[config.mk]
export PLATFORM = sky130hd
export DESIGN_NAME = eth_rx_stat_flat
export DESIGN_NICKNAME = d
export VERILOG_FILES = /design/src/rtl/eth_rx_stat_if.sv /design/src/rtl/eth_rx_stat.sv /design/src/flat_wrapper.sv
export SDC_FILE = /design/constraint.sdc
export NUM_CORES = 1
export LEC_CHECK = 0
export ABC_AREA = 1
export CORE_MARGIN = 1
export CORE_UTILIZATION = 45
export CTS_CLUSTER_DIAMETER = 120
export DETAILED_ROUTE_END_ITERATION = 8
export PLACE_DENSITY = 0.77
export SLEW_MARGIN = 5
export SYNTH_ARGS = -nofsm -noshare
export SYNTH_HDL_FRONTEND = slang
export SYNTH_SLANG_ARGS = --single-unit
export TNS_END_PERCENT = 30
[constraint.sdc]
create_clock -name clk -period 23.3 [get_ports clk]
set_input_delay 5.825 -clock clk [delete_from_list [all_inputs] [get_ports clk]]
set_output_delay 5.825 -clock clk [all_outputs]
set_load 0.02 [all_outputs]
[src/rtl/eth_rx_stat_if.sv]
// Avalon-ST receive stream carrying TSE MAC RX beats into eth_rx_stat.
// Byte 0 of each beat sits in the MSBs of data; empty is only meaningful on eop.
interface eth_rx_stat_if #(
  parameter int DATA_W  = 32,
  parameter int EMPTY_W = 2
);
  logic [DATA_W-1:0]  data;
  logic               valid;
  logic               sop;
  logic               eop;
  logic [EMPTY_W-1:0] empty;
  logic [5:0]         error;
  logic               ready;

  modport master (output data, valid, sop, eop, empty, error, input ready);
  modport slave  (input data, valid, sop, eop, empty, error, output ready);
endinterface

[src/rtl/eth_rx_stat.sv]
// RX statistics and activity LEDs for the TSE MAC Avalon-ST stream.
// Optional broadcast counting is built when ETH_RX_STAT_BCAST_EN is defined.
module eth_rx_stat #(
  parameter int DATA_W  = 32,
  parameter int EMPTY_W = 2,
  parameter int CNT_W   = 32,
  parameter int MIN_LEN = 64,
  parameter int MAX_LEN = 1518,
  parameter int STRETCH = 5000000,
  parameter int LED_W   = 4
) (
  input  logic               clk,
  input  logic               rst,
  eth_rx_stat_if.slave       rx,
  input  logic               clr,
  output logic [CNT_W-1:0]   pkt_cnt,
  output logic [CNT_W-1:0]   byte_cnt,
  output logic [CNT_W-1:0]   err_cnt,
  output logic [CNT_W-1:0]   runt_cnt,
  output logic [CNT_W-1:0]   giant_cnt,
  output logic [CNT_W-1:0]   frm_cnt,
  output logic [CNT_W-1:0]   bcast_cnt,
  output logic [15:0]        last_len,
  output logic               stat_vld,
  output logic [LED_W-1:0]   led
);
  localparam int BYTES = DATA_W / 8;
  localparam int TMR_W = $clog2(STRETCH + 1);
  localparam int SUM_W = ((CNT_W > 16) ? CNT_W : 16) + 1;

  typedef enum logic {IDLE, IN_PKT} state_t;

  state_t           state, state_nxt;
  logic [15:0]      len, len_nxt, fin_len, beat_bytes;
  logic [16:0]      len_sum;
  logic             ready_q, accept, fin, fin_err, fin_runt, fin_giant, frm_evt, err_evt;
  logic [SUM_W-1:0] byte_sum;
  logic [CNT_W-1:0] byte_nxt;
  logic [TMR_W-1:0] act_tmr, err_tmr;

  function automatic logic [CNT_W-1:0] sat_inc(input logic [CNT_W-1:0] v, input logic en);
    return (en && !(&v)) ? v + CNT_W'(1) : v;
  endfunction

  assign rx.ready   = ready_q;
  assign accept     = rx.valid & ready_q;
  assign beat_bytes = rx.eop ? 16'(BYTES) - 16'(rx.empty) : 16'(BYTES);
  assign len_sum    = {1'b0, len} + {1'b0, beat_bytes};

  always_ff @(posedge clk or posedge rst) begin
    if (rst) ready_q <= 1'b0;
    else     ready_q <= 1'b1;
  end

  always_ff @(posedge clk or posedge rst) begin
    if (rst) begin
      state <= IDLE;
      len   <= '0;
    end else begin
      state <= state_nxt;
      len   <= len_nxt;
    end
  end

  // A sop always starts a fresh packet; a sop seen mid-packet aborts the old one.
  always_comb begin
    state_nxt = state;
    len_nxt   = len;
    fin       = 1'b0;
    fin_len   = beat_bytes;
    frm_evt   = 1'b0;
    if (accept) begin
      if (rx.sop) begin
        frm_evt = (state == IN_PKT);
        if (rx.eop) begin
          fin       = 1'b1;
          state_nxt = IDLE;
        end else begin
          len_nxt   = beat_bytes;
          state_nxt = IN_PKT;
        end
      end else if (state == IDLE) begin
        frm_evt = 1'b1;
      end else begin
        fin_len = len_sum[16] ? 16'hFFFF : len_sum[15:0];
        if (rx.eop) begin
          fin       = 1'b1;
          state_nxt = IDLE;
        end else begin
          len_nxt = fin_len;
        end
      end
    end
  end

  assign fin_err   = |rx.error;
  assign fin_runt  = fin_len < 16'(MIN_LEN);
  assign fin_giant = fin_len > 16'(MAX_LEN);
  assign err_evt   = frm_evt | (fin & (fin_err | fin_runt | fin_giant));
  assign byte_sum  = SUM_W'(byte_cnt) + SUM_W'(fin_len);
  assign byte_nxt  = (byte_sum > SUM_W'({CNT_W{1'b1}})) ? {CNT_W{1'b1}} : byte_sum[CNT_W-1:0];

  // Clear has priority over a coincident finalize, but the stat_vld pulse still fires.
  always_ff @(posedge clk or posedge rst) begin
    if (rst) begin
      pkt_cnt   <= '0;
      byte_cnt  <= '0;
      err_cnt   <= '0;
      runt_cnt  <= '0;
      giant_cnt <= '0;
      frm_cnt   <= '0;
      last_len  <= '0;
      stat_vld  <= 1'b0;
    end else begin
      stat_vld <= fin;
      if (clr) begin
        pkt_cnt   <= '0;
        byte_cnt  <= '0;
        err_cnt   <= '0;
        runt_cnt  <= '0;
        giant_cnt <= '0;
        frm_cnt   <= '0;
        last_len  <= '0;
      end else begin
        frm_cnt <= sat_inc(frm_cnt, frm_evt);
        if (fin) begin
          pkt_cnt   <= sat_inc(pkt_cnt, 1'b1);
          byte_cnt  <= byte_nxt;
          err_cnt   <= sat_inc(err_cnt, fin_err);
          runt_cnt  <= sat_inc(runt_cnt, fin_runt);
          giant_cnt <= sat_inc(giant_cnt, fin_giant);
          last_len  <= fin_len;
        end
      end
    end
  end

  always_ff @(posedge clk or posedge rst) begin
    if (rst) begin
      act_tmr <= '0;
      err_tmr <= '0;
    end else begin
      if (fin)                act_tmr <= TMR_W'(STRETCH);
      else if (act_tmr != '0) act_tmr <= act_tmr - TMR_W'(1);
      if (err_evt)            err_tmr <= TMR_W'(STRETCH);
      else if (err_tmr != '0) err_tmr <= err_tmr - TMR_W'(1);
    end
  end

  assign led[0] = |act_tmr;
  assign led[1] = |err_tmr;
  if (LED_W > 2) begin : g_led_cnt
    assign led[LED_W-1:2] = pkt_cnt[LED_W-3:0];
  end

`ifdef ETH_RX_STAT_BCAST_EN
  logic [2:0] bidx, bidx_nxt;
  logic       bc_ok, bc_ok_nxt, bc_upd;
  int         bc_base, bc_seen;

  // bidx counts destination bytes seen so far (capped at 6) across beats.
  always_comb begin
    bc_base   = rx.sop ? 0 : int'(bidx);
    bc_ok_nxt = rx.sop | bc_ok;
    for (int j = 0; j < BYTES; j++) begin
      if ((bc_base + j) < 6 && j < int'(beat_bytes) && rx.data[DATA_W-1-8*j -: 8] != 8'hFF)
        bc_ok_nxt = 1'b0;
    end
    bc_seen  = bc_base + int'(beat_bytes);
    bidx_nxt = (bc_seen > 6) ? 3'd6 : 3'(bc_seen);
    bc_upd   = accept & (rx.sop | (state == IN_PKT));
  end

  always_ff @(posedge clk or posedge rst) begin
    if (rst) begin
      bidx  <= '0;
      bc_ok <= 1'b0;
    end else if (bc_upd) begin
      bidx  <= bidx_nxt;
      bc_ok <= bc_ok_nxt;
    end
  end

  always_ff @(posedge clk or posedge rst) begin
    if (rst)      bcast_cnt <= '0;
    else if (clr) bcast_cnt <= '0;
    else if (fin) bcast_cnt <= sat_inc(bcast_cnt, bc_ok_nxt && (bidx_nxt == 3'd6));
  end
`else
  assign bcast_cnt = '0;
`endif
endmodule

[src/flat_wrapper.sv]
// flat-port wrapper written by rule: the top's interface ports become plain ports
module eth_rx_stat_flat 
#(
  parameter int DATA_W  = 32,
  parameter int EMPTY_W = 2,
  parameter int CNT_W   = 32,
  parameter int MIN_LEN = 64,
  parameter int MAX_LEN = 1518,
  parameter int STRETCH = 5000000,
  parameter int LED_W   = 4
)
  (clk, rst, clr, pkt_cnt, byte_cnt, err_cnt, runt_cnt, giant_cnt, frm_cnt, bcast_cnt, last_len, stat_vld, led, rx_data, rx_valid, rx_sop, rx_eop, rx_empty, rx_error, rx_ready);
  eth_rx_stat_if #(.DATA_W(DATA_W), .EMPTY_W(EMPTY_W)) rx_i ();
  input  logic clk;
  input  logic rst;
  input  logic clr;
  output logic [CNT_W-1:0] pkt_cnt;
  output logic [CNT_W-1:0] byte_cnt;
  output logic [CNT_W-1:0] err_cnt;
  output logic [CNT_W-1:0] runt_cnt;
  output logic [CNT_W-1:0] giant_cnt;
  output logic [CNT_W-1:0] frm_cnt;
  output logic [CNT_W-1:0] bcast_cnt;
  output logic [15:0] last_len;
  output logic stat_vld;
  output logic [LED_W-1:0] led;
  input wire logic [$bits(rx_i.data)-1:0] rx_data;
  input wire logic [$bits(rx_i.valid)-1:0] rx_valid;
  input wire logic [$bits(rx_i.sop)-1:0] rx_sop;
  input wire logic [$bits(rx_i.eop)-1:0] rx_eop;
  input wire logic [$bits(rx_i.empty)-1:0] rx_empty;
  input wire logic [$bits(rx_i.error)-1:0] rx_error;
  output wire logic [$bits(rx_i.ready)-1:0] rx_ready;
  assign rx_i.data = rx_data;
  assign rx_i.valid = rx_valid;
  assign rx_i.sop = rx_sop;
  assign rx_i.eop = rx_eop;
  assign rx_i.empty = rx_empty;
  assign rx_i.error = rx_error;
  assign rx_ready = rx_i.ready;
  eth_rx_stat #(.DATA_W(DATA_W), .EMPTY_W(EMPTY_W), .CNT_W(CNT_W), .MIN_LEN(MIN_LEN), .MAX_LEN(MAX_LEN), .STRETCH(STRETCH), .LED_W(LED_W)) u_core (.clk(clk), .rst(rst), .rx(rx_i), .clr(clr), .pkt_cnt(pkt_cnt), .byte_cnt(byte_cnt), .err_cnt(err_cnt), .runt_cnt(runt_cnt), .giant_cnt(giant_cnt), .frm_cnt(frm_cnt), .bcast_cnt(bcast_cnt), .last_len(last_len), .stat_vld(stat_vld), .led(led));
endmodule
==> results.toml, run 1 <==
[clock_tree]
ctsHtreeMaxLevel = 2
ctsResizeCount = 0
clkLatencyLatePin_ps = 550
post_cts.repair.setup_buffers = 0
clkTransAtPathRegs_ps = 60
numCtsBuffers = 34
cts_tree = "built"
cts_root_buf = "clkbuf_16"
ctsHoldBuffers = 0
cts_buffer_depth = 3
cts.sinks = 273

[critical_path]
cp_max_fo = 16
r2r_cells = 26
critPathKind = "in2reg"
critPathRequiredTime_ps = 23730
cp.arrival_ps = 11330
crit_path_end_kind = "flop"
startpoint_type = "primary input"

[logic_synthesis]
synth-seq-cells = 273
ys_seq_area_frac = 0.396
synthArstFlopShare = 1.00
synthCells = 2389
synth_area_sq_um = 17300
synth-main-ff-cell = "dfrtp_1"
yosys_warnings = 0
postSynthAreaPerCell_sq_um = 7.23
synth.distinct_cells = 51
synth-edff-count = 0

[sta]
worst_pin_slew_ps = 1100
post-route-period-util = 0.468
relSlewSlack = 0.260
fin_setup_tns_ps = 0
rsz0062_at_grt = "no"
period_needed_ps = 10900
final_hold_viol_count = 0
max_freq_ghz = 0.0917
skew_ps = 18.3
slew_violations = 0
setup_viol = 0

[layout]
fin_nets = 2679
insertedDiodeCount = 0
drive_gt1_frac = 0.0498
final_common_cell = "nand2_1"
syn_to_final_growth_pct = 21.9
mostFrequentLayoutCells = "nand2_1 (580), nor2_1 (306), dfrtp_1 (273)"
post-route-util = 0.559

[die]
die_h_microns = 198
ios = 292
fp.dieArea_sq_um = 39200
start_util = 0.458
coreArea_sq_um = 37700
die_x_microns = 198
rows = 71

[drt]
via_per_inst = 5.44
dr.first_iter.drc_count = 1197
drc_errors = 0
firstDrtPassIters = 5
drt_wl_total_mm = 51.1
ant_nets = 0
wl_per_cell_microns = 16.3
vias = 17100

[grt]
antenna_found_initial = 0
grt_pass1_vias = 16400
grt_pass1_wl_mm = 82.8
gr-total-overflow = 0
grt_util_all_layers = 0.262
grt_start_max_net_pins = 129

[placement]
portBuffers = 227
hpwl_mm = 36.9
gp_congestion = 0.960

[power]
finalPower_mw = 1.22
power_leakage_nw = 8.85
max-vdd-ir-drop_v = 0.0000452
p_per_area_nw_per_um2 = 57.8

[job]
maxCapViolCount = 0

[status]
status = "complete, no violations"

[hold_path]
hold_class = "reg2reg"
hold_depth = 1
## cells in the mapped netlist, drive strengths merged, types with 2 or more instances
library cell	n	area [sq um]
and3	3	18.8
nand3b	8	60.1
nor3	97	502
o22ai	14	87.6
nor4	47	294
nor3b	3	22.5
o21a	13	97.6
buf	59	432
nand3	153	803
clkbuf	32	120
o31ai	32	240
a21o	3	22.5
clkinv	2	7.51
inv	257	965
nand2	601	2330
fa	2	40.0
a21oi	81	405
o21bai	3	22.5
o21ai	155	780
or2	2	12.5
ha	29	363
xnor2	45	394
nand4	56	365
a31oi	10	62.6
dfrtp	273	6830
xor2	71	622
a211oi	2	15.0
conb	2	7.51
nor2	328	1300
## sequential cells by signal (all words and copies together), names as in the netlist
signal            count
u_core.err_tmr       23
u_core.giant_cnt     32
u_core.last_len      16
u_core.frm_cnt       32
u_core.act_tmr       23
u_core.byte_cnt      32
u_core.err_cnt       32
u_core.stat_vld       1
u_core.state          1
u_core.rx.ready       1
u_core.runt_cnt      32
u_core.pkt_cnt       32
u_core.len           16
## final timing paths
kind | slack (ps) | to | from
worst max-delay path | 12400 | u_core.byte_cnt[6] | rx_eop
worst min-delay path | 470 | u_core.act_tmr[21] | u_core.act_tmr[21]
min in group asynchronous | 5830 | u_core.frm_cnt[0] | rst
max in group asynchronous | 15900 | u_core.last_len[10] | rst
worst max register to register | 18470 | u_core.byte_cnt[6] | u_core.len[0]
worst min register to register | 470 | u_core.act_tmr[21] | u_core.act_tmr[21]
## critical path: stages
cell and delay (ps):
clkdlybuf4s50_1 920, inv_1 230, nor2_1 180, inv_1 60
ha_1 340, nand3_1 140, nand2_2 130, nand4_4 210
nand2_1 110, o21ai_0 460, inv_1 100, ha_1 250
fa_1 420, nand3_1 110, nand2_1 100, a21oi_1 300
inv_1 70, nand2_1 60, nand2_1 130, nand2_1 90
nand2_1 90, nand2_1 100, nand2_2 120, nand3_2 210
inv_1 260, o21ai_0 250, nand2_1 80
## layout make-up
| type | instances | area [sq um] |
|---|---|---|
| clock buffers | 46 | 1030 |
| clock inverters | 16 | 195 |
| fillers | 3584 | 16600 |
| well taps | 511 | 639 |
| flip-flops and latches | 273 | 6830 |
| inverters | 259 | 980 |
| repair buffers | 237 | 2340 |
| multi-input cells | 1797 | 9030 |
## cell families (layout without fill, tap and decap cells)
group,after synthesis,after routing,synth area share
buffers and inverters,350,558,0.0883
DFF,273,273,0.396
xor gates and xnor gates,116,116,0.0588
AOI/OAI and AO/OA,315,315,0.101
and+or+nand+nor,1302,1302,0.332
other,2,33,0.000435
adders and majority gates,31,31,0.0233
## per-layer routing
| layer | up-vias | track usage | part of all wire |
|---|---|---|---|
| met5 | - | 0 | 0 |
| met4 | 0 | 0.104 | 0.032 |
| met3 | 110 | 0.0438 | 0.068 |
| met2 | 615 | 0.426 | 0.46 |
| met1 | 8155 | 0.348 | 0.44 |
| li1 | 8205 | - | - |
## where the power goes
group,switching (mW),total [mW],internal [mW]
sequential,0.0173,0.511,0.493
clock,0.222,0.577,0.356
combinational,0.0879,0.128,0.0399
total,0.327,1.22,0.889
## stage by stage
step	setup WS (ps)	instances	hold WS, ps	instance area [sq um]
floorplan	9950	2420	434	17400
global placement	11970	3077	452	19800
detailed placement	11870	3077	460	19800
CTS	12440	3139	468	21100
global route	11870	3139	515	21100
finish	12400	3139	470	21100
No activity file was read; power rests on OpenSTA's default activity.
==> inputs of run 2 (changes only) <==
==> constraint.sdc (replaced) <==
create_clock -name clk -period 10.8 [get_ports clk]
set_input_delay 2.7 -clock clk [delete_from_list [all_inputs] [get_ports clk]]
set_output_delay 2.7 -clock clk [all_outputs]
set_load 0.02 [all_outputs]
==> results.toml, run 2 (synthesis results as in run 1) <==
[placement]
dp.cells = 3076
gp_congestion = 0.939
placed_area_sq_um = 19800
hpwl_mm = 36.2
portBuffers = 227
pre_cts_ws_ps = 2600

[clock_tree]
cts_root_buf = "clkbuf_16"
ctsResizeCount = 0
cts_buffer_depth = 3
ctsHoldBuffers = 0
post_cts.repair.setup_buffers = 0
clkTransAtPathRegs_ps = 60
cts_tree = "built"
ctsHtreeMaxLevel = 2
numCtsBuffers = 34
clkLatencyLatePin_ps = 530
cts.sinks = 273

[sta]
setup_viol = 0
max_freq_ghz = 0.129
final_hold_viol_count = 0
fin_setup_tns_ps = 0
rsz0062_at_grt = "no"
worst_slack_ps = 3080
worst_pin_slew_ps = 1040
slew_violations = 0
period_needed_ps = 7720
skew_ps = 13.9
relSlewSlack = 0.300
post-route-period-util = 0.715

[die]
rows = 71
fp.dieArea_sq_um = 39200
ios = 292
start_util = 0.458
die_x_microns = 198
coreArea_sq_um = 37700
die_h_microns = 198

[layout]
fin_nets = 2678
final_cells = 3136
mostFrequentLayoutCells = "nand2_1 (580), nor2_1 (306), dfrtp_1 (273)"
stdcell_area_sq_um = 21000
insertedDiodeCount = 0
drive_gt1_frac = 0.0469
num-fill-cells = 3531
syn_to_final_growth_pct = 21.7
final_common_cell = "nand2_1"

[power]
combPwrFrac = 0.106
p_per_area_nw_per_um2 = 124
seq_power_share = 0.422
finalPower_mw = 2.61
switchingPower_mw = 0.690
p_int_mw = 1.92
switching_share = 0.265
clkPwrFrac = 0.472
power_leakage_nw = 8.83
max-vdd-ir-drop_v = 0.0000851

[critical_path]
crit_family = "simple AND/OR/NAND/NOR gates"
startpoint_type = "primary input"
critPathKind = "in2reg"
crit_path_end_kind = "flop"
cp.arrival_ps = 8140
crit_top_cell = "nand2_1"
cp_max_fo = 16
max_stage_delay_ps = 890
critPathRequiredTime_ps = 11210
crit_buf_inv = 6
crit_path_top_delay_cell = "clkdlybuf4s50_1"

[drt]
vias = 17000
ant_nets = 0
firstDrtPassIters = 6
drt_wl_total_mm = 50.2
dr.first_iter.drc_count = 1094
via_per_inst = 5.41
wl_per_cell_microns = 16.0
drc_errors = 0

[grt]
grt_start_max_net_pins = 127
grt_util_all_layers = 0.257
grt_pass1_wl_mm = 81.3
grt_pass1_vias = 15900
gr-total-overflow = 0
antenna_found_initial = 0

[status]
status = "complete, no violations"

[hold_path]
hold_class = "reg2reg"

[job]
maxCapViolCount = 0
run 2: final timing paths:
| path | startpoint | end | slack (ps) | cells after the start |
|---|---|---|---|---|
| min in group asynchronous | rst | u_core.frm_cnt[4] | 2770 | 2 |
| max | rx_eop | u_core.byte_cnt[20] | 3080 | 27 |
| min reg2reg | u_core.last_len[12] | u_core.last_len[12] | 480 | 2 |
| max in group asynchronous | rst | u_core.err_cnt[26] | 6440 | 3 |
| max reg2reg | u_core.len[0] | u_core.byte_cnt[20] | 6040 | 26 |
| min | u_core.last_len[12] | u_core.last_len[12] | 480 | 2 |
run 2: area by class of cell:
cell class	count	area, sq um	area share
Multi-Input combinational cell	1797	9030	0.430
Sequential cell	273	6830	0.325
Timing Repair Buffer	236	2340	0.111
Clock buffer	51	1050	0.0499
Inverter	259	980	0.0466
Tap cell	511	639	0.0304
Clock inverter	9	153	0.00726
run 2: worst min-delay path: stages (launching register included):
cell and delay (ps):
dfrtp_1 340, nand2_1 50, o21ai_0 60
run 2: power by group through the flow:
stage	sequential [mW]	combinational, mW	clock, mW
after floorplan	1.11	0.218	0
after global placement	1.12	0.264	0
after detailed placement	1.12	0.274	0
after CTS	1.10	0.277	1.26
after global routing	1.11	0.315	1.30
final	1.10	0.276	1.23
run 2: metrics by stage:
step	hold slack [ps]	utilization
global route	507	0.558
global placement	452	0.526
finish	482	0.558
floorplan	434	-
detailed placement	473	0.526
CTS	486	0.558
run 2: per-layer routing:
metal / vias to the layer above / global-route usage / share of wire
met3: 108 / 0.0448 / 0.071
met2: 642 / 0.407 / 0.45
met5: - / 0 / 0
li1: 8229 / - / -
met4: 0 / 0.105 / 0.036
met1: 7972 / 0.347 / 0.44
